File: src/rtl/tdm_demux2.sv
// Receive-side splitter for a two-slot TDM stream: rebuilds A/B sample pairs,
// tracks frame alignment and counts sync errors.
module tdm_demux2 #(
    parameter int WIDTH      = 8,
    parameter int LOCK_PAIRS = 2,
    parameter int GAP_MAX    = 16
) (
    input  logic             CLK,
    input  logic             RST,
    input  logic [WIDTH-1:0] IN,
    input  logic             IN_VALID,
    input  logic             SOF,
    output logic [WIDTH-1:0] OUT_A,
    output logic [WIDTH-1:0] OUT_B,
    output logic             PAIR_VALID,
    output logic             LOCKED,
    output logic             SYNC_ERR,
    output logic [7:0]       ERR_CNT
);

    typedef enum logic [1:0] {
        HUNT,
        EXP_B,
        EXP_A
    } state_t;

    localparam logic [3:0] LOCK_N = 4'(LOCK_PAIRS);
    localparam logic [7:0] GAP_N  = 8'(GAP_MAX);

    state_t           state;
    logic [3:0]       good_cnt;
    logic [7:0]       gap_cnt;
    logic [WIDTH-1:0] held_a;
    logic             err_event;

    // Duplicate A, orphan B after a pair, or an A left waiting too long for its B.
    always_comb begin
        err_event = 1'b0;
        if (IN_VALID) begin
            err_event = (state == EXP_B && SOF) || (state == EXP_A && !SOF);
        end else begin
            err_event = (state == EXP_B) && (gap_cnt == GAP_N - 8'd1);
        end
    end

    always_ff @(posedge CLK) begin
        if (RST) begin
            state      <= HUNT;
            good_cnt   <= '0;
            gap_cnt    <= '0;
            held_a     <= '0;
            OUT_A      <= '0;
            OUT_B      <= '0;
            PAIR_VALID <= 1'b0;
            LOCKED     <= 1'b0;
            SYNC_ERR   <= 1'b0;
            ERR_CNT    <= '0;
        end else begin
            PAIR_VALID <= 1'b0;
            SYNC_ERR   <= 1'b0;

            case (state)
                HUNT: begin
                    if (IN_VALID && SOF) begin
                        held_a  <= IN;
                        gap_cnt <= '0;
                        state   <= EXP_B;
                    end
                end
                EXP_B: begin
                    if (IN_VALID) begin
                        if (SOF) begin
                            held_a  <= IN;
                            gap_cnt <= '0;
                        end else begin
                            OUT_A      <= held_a;
                            OUT_B      <= IN;
                            PAIR_VALID <= 1'b1;
                            if (good_cnt < LOCK_N) begin
                                good_cnt <= good_cnt + 4'd1;
                            end
                            if (good_cnt + 4'd1 >= LOCK_N) begin
                                LOCKED <= 1'b1;
                            end
                            state <= EXP_A;
                        end
                    end else if (gap_cnt == GAP_N - 8'd1) begin
                        gap_cnt <= '0;
                        state   <= HUNT;
                    end else begin
                        gap_cnt <= gap_cnt + 8'd1;
                    end
                end
                EXP_A: begin
                    if (IN_VALID) begin
                        if (SOF) begin
                            held_a  <= IN;
                            gap_cnt <= '0;
                            state   <= EXP_B;
                        end else begin
                            state <= HUNT;
                        end
                    end
                end
                default: state <= HUNT;
            endcase

            // Any error breaks alignment; these assignments win over the pair path above.
            if (err_event) begin
                SYNC_ERR <= 1'b1;
                good_cnt <= '0;
                LOCKED   <= 1'b0;
                if (ERR_CNT != 8'hFF) begin
                    ERR_CNT <= ERR_CNT + 8'd1;
                end
            end
        end
    end

endmodule

File: config.mk
export PLATFORM = sky130hd
export DESIGN_NAME = tdm_demux2
export DESIGN_NICKNAME = d
export VERILOG_FILES = /design/src/rtl/tdm_demux2.sv
export SDC_FILE = /design/constraint.sdc
export NUM_CORES = 1
export LEC_CHECK = 0
export ABC_AREA = 1
export BUFFER_PORTS_ARGS = -buffer_cell sky130_fd_sc_hd__buf_2
export CAP_MARGIN = 10
export CORE_MARGIN = 1
export CORE_UTILIZATION = 35
export CTS_BUF_LIST = sky130_fd_sc_hd__clkbuf_4
export DETAILED_ROUTE_END_ITERATION = 8
export HOLD_SLACK_MARGIN = 0.15
export MAX_ROUTING_LAYER = met4
export SKIP_CTS_REPAIR_TIMING = 1
export SYNTH_ARGS = -nofsm -noshare
export SYNTH_HDL_FRONTEND = slang
export SYNTH_SLANG_ARGS = --single-unit
File: constraint.sdc
create_clock -name CLK -period 1.95 [get_ports CLK]
set_input_delay 0.39 -clock CLK [delete_from_list [all_inputs] [get_ports CLK]]
set_output_delay 0.39 -clock CLK [all_outputs]
set_load 0.05 [all_outputs]
==> impl_summary.md, run 1 <==
Outcome
The flow ran to the end, but the final reports show violations. The checks that failed: DRC.

Flow run
Across the run, the number of max-cap violations was 0.

Worst setup path
STA classifies the critical path endpoint as a register. The maximum net fanout on the critical path is 8. The endpoint identified for the worst register-to-register timing path is LOCKED$_SDFFE_PP0P_. The longest individual stage delay on the worst path is between 300 and 400 ps. The setup check on the worst reg-to-reg path leaves a slack of around 280 ps.

The critical path goes through inv_1 > ha_1 > nand2_1 > nor2_1 > a21oi_1 > nand2_4 > inv_1 > nand2_1 > nor2_1. The worst register-to-register path has a depth of 9. At the worst endpoint, the required time is 2260 ps. The cell with the largest stage delay on the worst path is sky130_fd_sc_hd__dfxtp_1. The worst setup path is of the reg -> reg kind.

The startpoint class of the critical path is a register. The reg-to-reg critical path startpoint is state[1]$_SDFFE_PP0P_. The data arrival time at the worst-slack endpoint is 1980 ps.

Detailed routing
The vias after detailed routing is 2,178. After detailed routing, the average wire length per cell comes to about 11 um. Once detail routing completed, the nets flagged for antenna violations numbered 0. The wire length after detailed routing is 5.13 mm. In this run, the number of DRC markers left after iteration 0 of detailed routing was 114. Dividing the detail-routed via count by the number of cells gives roughly 4.8. For this run, design rule violations remaining after detail routing come to 4. Before antenna repair, the detailed router went through 6 iterations.

Timing
Setup repair after global routing left no endpoint under its margin. The final worst clock skew is ~25 ps. The final count of pins violating max slew is 0. Measured against its own limit, the worst slew margin works out to 76.5%.

The count of final hold-check violations is 0. At the pin with the least slew margin, the transition time is between 300 and 400 ps. The highest attainable clock frequency is 0.598 GHz. The total setup violations reported at the end of the flow is 0. The portion of the clock cycle consumed by the worst path in the final layout is a little under nine tenths. The total negative slack for setup checks is 0 ps. The time the final worst path needs with I/O delays and setup is 1670 ps.

Worst hold path
The path class of the tightest hold or removal check is in -> reg. Along the worst hold path, the cell count comes to 3. The hold-critical path endpoint is OUT_B[1]$_SDFFE_PP0P_.

The startpoint of the lowest-slack hold path is IN[1].

Placement
The total instance count after detailed placement is 450. The congestion estimate from routability-driven global placement came to 0.780. The count of buffers added on input and output ports is 38. The post-place instance area is between 2000 and 3000 sq um. The HPWL reported at the end of detailed placement is about 3.7 mm.

Final layout
The total area of multi-input combinational cells is 1220 sq um. The leading cell type in the layout, fill and taps excluded is sky130_fd_sc_hd__nor2_1. In the final layout, the share of cells above drive strength 1 is 17.3%. The cell area after layout is 2710 sq um. The final layout net count is 400.

Leaving out fill and tap cells, the most frequent cells in the layout are sky130_fd_sc_hd__nor2_1 (81), sky130_fd_sc_hd__nand2_1 (60), sky130_fd_sc_hd__dfxtp_1 (49). The number of fill cells in the layout is 692. Summing all flip-flop and latch instances after layout gives roughly 980 sq um.

The finished layout holds 458 standard cells, fillers aside. From synthesis to final layout, the design area changed by 15.2%. 0 antenna diodes ended up in the layout.

Power and ir drop
The areal power density over the cells is 972 nW/um^2. Across the VDD grid, the largest voltage drop is 0.437 mV. The analysis attributes to cell leakage a power of 1.29 nW.

Floorplan
39 I/O pins were placed. In this run the horizontal extent of the chip is about 84 um. The floorplan core area is 6420 sq um. For this configuration, the core starts out at a cell density of 36.6%. The die covers 7040 sq um. The vertical die dimension is between 80 and 90 um.

After floorplanning, the core was divided into 29 placement rows.

Logic synthesis
In this run, synthesis inferred 0 flip-flops with an integrated enable. Of all flip-flops after synthesis, the portion carrying an async set or reset was 0%. The most used flip-flop cell after synthesis is sky130_fd_sc_hd__dfxtp_1. The number of different library cells in the post-synthesis netlist is 30. The share of the Yosys chip area taken by registers is between 40% and 50%. During synthesis, Yosys emitted a total of 0 warnings. Counting flops and latches in the post-synthesis netlist gives 49. The netlist area before placement is 2350 sq um. Synthesis produced a netlist whose cell count is 336. The average cell area after synthesis is approximately 7.0 sq um. The net count after synthesis is 356.

Global route
The number of global-route vias before repair is 2,036. The maximum number of pins on one net before global-route repair is 29. For this run the aggregate overflow at the end of global routing stands at 0.

The number of antenna violations at the first check in global routing is 0. The first global-routing pass estimated between 9 and 10 mm of wire. The global routing usage summed across all routing layers is 16.3%.

Clock network
After clock tree synthesis, the clock-pin slew on the worst setup and hold paths is 160 ps. The number of buffers added by the clock tree synthesis step is 5. The CTS H-tree depth is 2. The count of clock tree sinks is 49. The clock reaches the later pin of the worst-skew pair after between 300 and 400 ps.

The maximum buffer depth of the clock tree is 2. The root buffer cell chosen for the clock tree is sky130_fd_sc_hd__clkbuf_4. The CTS tree is built.
-- cells by family after synthesis --
| family | Yosys count | share of synthesized area, % |
|---|---|---|
| buffers and inverters | 39 | 6.39 |
| xor gates and xnor gates | 4 | 1.49 |
| DFF | 49 | 41.8 |
| AOI/OAI and AO/OA | 59 | 13.4 |
| and+or+nand+nor | 177 | 32.7 |
| adders and majority gates | 8 | 4.26 |
-- per-layer routing --
layer  vias up  share of wire [%]  GRT usage [%]
met2        45                 45           25.3
met4         0                1.7           6.43
met5         -                  0              -
met3         8                4.8           3.56
li1       1159                  -              -
met1       966                 48           20.5
-- cell usage after synthesis (3+ instances only) --
| cell type | number | area, sq um |
|---|---|---|
| sky130_fd_sc_hd__o21ai_0 | 29 | 145 |
| sky130_fd_sc_hd__ha_1 | 8 | 100 |
| sky130_fd_sc_hd__nand3_1 | 22 | 110 |
| sky130_fd_sc_hd__xor2_1 | 3 | 26.3 |
| sky130_fd_sc_hd__dfxtp_1 | 49 | 981 |
| sky130_fd_sc_hd__inv_1 | 31 | 116 |
| sky130_fd_sc_hd__nor2_1 | 81 | 304 |
| sky130_fd_sc_hd__o21bai_1 | 4 | 30.0 |
| sky130_fd_sc_hd__nand2_1 | 60 | 225 |
| sky130_fd_sc_hd__a21oi_1 | 23 | 115 |
-- through the flow --
step           setup WS, ps  utilization (%)  power [mW]  hold slack [ps]
4_1_cts                 257             42.1        2.66              228
3_5_place_dp            298             41.2        2.17              468
3_3_place_gp            299             41.2        2.16              463
2_1_floorplan           122                -        1.92              443
5_1_grt                51.1             42.1        2.83              242
6_report                279             42.1        2.63              239
-- state kept, by name, summed over array words and instances (netlist names) --
signal and count:
held_a 8, OUT_B 8, OUT_A 8, gap_cnt 8, PAIR_VALID 1, state 2, SYNC_ERR 1, good_cnt 4
ERR_CNT 8, LOCKED 1
-- cell type report --
type                            instances  share of cell area [%]
Sequential cell                        49                    36.3
Multi-Input combinational cell        248                    45.0
Timing Repair Buffer                   43                    8.42
Inverter                               33                    4.58
Tap cell                               77                    3.56
Clock buffer                            5                    1.39
Clock inverter                          3                   0.786
-- worst max-delay path: cells and delay by family, from the launching register on --
kind                     cells  cell delay (ps)
AND/OR/NAND/NOR              5              620
flip-flops                   1              390
adder cells (fa/ha/maj)      1              220
AO/OA/AOI/OAI                1              210
buffers and inverters        2              180
-- report_power, final --
part	leakage [nW]	total, mW	switching [mW]	internal (mW)
Combinational	0.861	0.964	0.690	0.274
Sequential	0.397	1.18	0.0665	1.11
Clock	0.0316	0.489	0.346	0.143
Total	1.29	2.63	1.10	1.53
-- worst max-delay path by stage --
stage,end,start,slack (ps),cells past startpoint
2_1_floorplan,ERR_CNT[0]$_SDFFE_PP0P_,ERR_CNT[0]$_SDFFE_PP0P_,120,8
3_3_place_gp,LOCKED$_SDFFE_PP0P_,state[1]$_SDFFE_PP0P_,300,9
3_5_place_dp,ERR_CNT[3]$_SDFFE_PP0P_,state[1]$_SDFFE_PP0P_,300,9
4_1_cts,LOCKED$_SDFFE_PP0P_,state[1]$_SDFFE_PP0P_,260,9
5_1_grt,good_cnt[1]$_SDFFE_PP0P_,state[1]$_SDFFE_PP0P_,50,9
6_report,LOCKED$_SDFFE_PP0P_,state[1]$_SDFFE_PP0P_,280,9
(Power assumes the default switching activity.)
==> inputs of run 2 (changes only) <==
CAP_MARGIN = 15   (was 10)
MAX_ROUTING_LAYER = not set   (was met4)
SKIP_CTS_REPAIR_TIMING = not set   (was 1)
==> run 2 against run 1 <==
The flow still finishes with violations (DRC). Register-to-register slack barely moved. Cell area did not move. Non-clock buffer count did not move. Worst hold slack improved by 0.66 ps.
==> impl_summary.md, run 2 (synthesized netlist as in run 1, its figures left out) <==
Outcome
The flow ran to the end, but the final reports show violations. The final reports fail on DRC.

Worst hold path
The worst hold path cell count is 3. In this run the worst hold path is classified as in -> reg.

Floorplan
The initial utilization of the core area, before any placement, comes to 36.6%. In this run the horizontal extent of the chip is between 80 and 90 um. The vertical die dimension is between 80 and 90 um. The floorplan step defined a die boundary enclosing roughly 7000 sq um. The initialized floorplan defines 29 standard-cell rows.

In this run the standard cell core region covers about 6400 sq um. 39 I/O pins were placed.

Worst setup path
In this run the worst path has a maximum fanout of 8. Broken down by cell family, the worst path's largest delay share belongs to simple AND/OR/NAND/NOR gates. The longest individual stage delay on the worst path is 390 ps. The start-to-end type of the worst setup path is reg -> reg. STA classifies the critical path endpoint as a register. For this design, the slowest cell found on the critical path is sky130_fd_sc_hd__dfxtp_1. The data required time of the worst path is 2260 ps. Walking the worst path, the cells encountered are inv_1 > ha_1 > nand2_1 > nor2_1 > a21oi_1 > nand2_4 > inv_1 > nand2_1 > nor2_1. The buffer and inverter count on the worst path is 2. The startpoint class of the critical path is a register. The worst-case reg-to-reg path depth is 9. The critical path runs through a total of 9 cells.

Data arrives at the worst endpoint at about 2000 ps.

Global route
The total global routing overflow is 0. Across every metal layer, demand over resource in global routing totals 15.8%. Entering global routing, the biggest net connects 29 pins. The number of global-route vias before repair is 2,036. The wire length of the first global-routing pass is 9.06 mm.

The number of antenna violations at the first check in global routing is 0.

Clock network
Hold repair after CTS inserted 0 buffers. The cell sitting at the root of the clock tree is a sky130_fd_sc_hd__clkbuf_4. After clock tree synthesis, the clock-pin slew on the worst setup and hold paths is between 150 and 200 ps. The clock tree synthesis step divided the H-tree into 2 levels. The clock passes through at most 2 buffers. The CTS tree is built. The insertion delay to the later sink of the worst-skew pair is 380 ps. The clock drives 49 sinks. The number of gates resized after cts is 0.

In this run, CTS created clock tree buffers numbering 5. In this run the post-CTS setup repair buffer count came out at 0.

Timing
The final critical path takes up a little under nine tenths of the cycle. The tightest slew margin relative to the limit is 76.5%. Static timing analysis puts the maximum clock frequency at 0.598 GHz. The time the final worst path needs with I/O delays and setup is 1670 ps.

Setup violations remaining at the end of the flow were counted as 0. On the final layout, the worst hold slack is 240 ps. The slew at the pin closest to its max-slew limit is approximately 350 ps.

Setup repair after global routing left no endpoint under its margin. The final count of pins violating max slew is 0. The final worst slack is 279 ps. The total negative slack for setup checks is 0 ps. On the final layout, the worst clock skew is 24.2 ps. The count of final hold-check violations is 0.

Final layout
At the end of the flow, the number of nets in the layout was 400. The library cell used most frequently in the layout, excluding fill and tap cells, is sky130_fd_sc_hd__nor2_1. Counting the fill cells in the layout gives 692. In the layout the commonest cells are sky130_fd_sc_hd__nor2_1 (81), sky130_fd_sc_hd__nand2_1 (60), sky130_fd_sc_hd__dfxtp_1 (49). Summing all multi-input logic gate instances after layout gives 1220 sq um.

The proportion of layout cells with a drive suffix above 1 is between 10% and 20%. The area occupied by registers is 981 sq um. The area overhead of the layout relative to synthesis is 15.2%. The number of antenna diodes in the final layout is 0.

Flow run
Across the run, the number of max-cap violations was 0.

Power and ir drop
The maximum vdd ir drop is 0.437 mV. Of the total power, registers draw 44.7%. Overall power consumption after layout is estimated at 2.63 mW.

Net switching is 41.9% of the power. For this design the total switching power over the nets is 1.10 mW. Cell internal power was estimated by the tool at between 1.5 and 2 mW.

The areal power density over the cells is 972 nW/um^2. In this run the static leakage power is 1.29 nW. The clock network power share is 18.6%. The share of total power dissipated in combinational logic is roughly 37%.

Detailed routing
The detailed-routing iteration count for the pre-antenna-repair pass is 6. The average wire length per cell after detail routing is between 10 and 15 um. Dividing the detail-routed via count by the number of cells gives about 4.8.

Detailed routing inserted a total of approximately 2,200 vias. In this run, the number of DRC markers left after iteration 0 of detailed routing was 101. The number of remaining DRC errors is 4. The wire length after detailed routing is 5.13 mm. The count of nets left with antenna violations once routing finished came out at 0.

Placement
The number of buffer cells added on primary ports is 38. Once detailed placement completed, the half-perimeter wirelength came to 3.68 mm. The final RePlAce weighted congestion is around 0.77. The setup slack at placement is 298 ps.
-- run 2: cell counts in the layout (fill, tap and decap cells not counted) --
Identical to the previous run, type by type.
-- run 2: power groups by stage --
stage	clock network, mW	registers [mW]	logic (mW)
4_1_cts	0.510	1.18	0.971
6_report	0.489	1.18	0.964
3_3_place_gp	0	1.20	0.966
5_1_grt	0.541	1.19	1.10
3_5_place_dp	0	1.20	0.968
2_1_floorplan	0	1.36	0.563
-- run 2: worst register-to-register path: stages (launching register included) --
cell                      delay, ps
sky130_fd_sc_hd__dfxtp_1        390
sky130_fd_sc_hd__inv_1           90
sky130_fd_sc_hd__ha_1           220
sky130_fd_sc_hd__nand2_1        160
sky130_fd_sc_hd__nor2_1          80
sky130_fd_sc_hd__a21oi_1        210
sky130_fd_sc_hd__nand2_4        130
sky130_fd_sc_hd__inv_1           90
sky130_fd_sc_hd__nand2_1        130
sky130_fd_sc_hd__nor2_1         120
-- run 2: final timing paths --
kind	from	slack (ps)	endpoint
setup / recovery	state[1]$_SDFFE_PP0P_	280	LOCKED$_SDFFE_PP0P_
hold / removal	IN[1]	240	OUT_B[1]$_SDFFE_PP0P_
setup reg to reg	state[1]$_SDFFE_PP0P_	280	LOCKED$_SDFFE_PP0P_
hold reg to reg	LOCKED$_SDFFE_PP0P_	490	LOCKED$_SDFFE_PP0P_
-- run 2: cell type report --
class | count | share of cell area (%)
clock buffers | 5 | 1.39
clock inverters | 3 | 0.786
inverters | 33 | 4.58
multi-input cells | 248 | 45.0
flip-flops and latches | 49 | 36.3
well taps | 77 | 3.56
repair buffers | 43 | 8.42
-- run 2: stage by stage --
step           instances  instance area [sq um]  util (%)
2_1_floorplan        336                   2350         -
3_3_place_gp         450                   2650      41.2
3_5_place_dp         450                   2650      41.2
4_1_cts              458                   2710      42.1
5_1_grt              458                   2710      42.1
6_report             458                   2710      42.1
-- run 2: per-layer routing --
layer | GRT usage [%] | share of wire, % | wire, um
met5 | 0 | 0 | 0
met4 | 6.43 | 1.7 | 89
met3 | 3.66 | 4.9 | 252
met2 | 25.3 | 45 | 2320
met1 | 20.4 | 48 | 2460
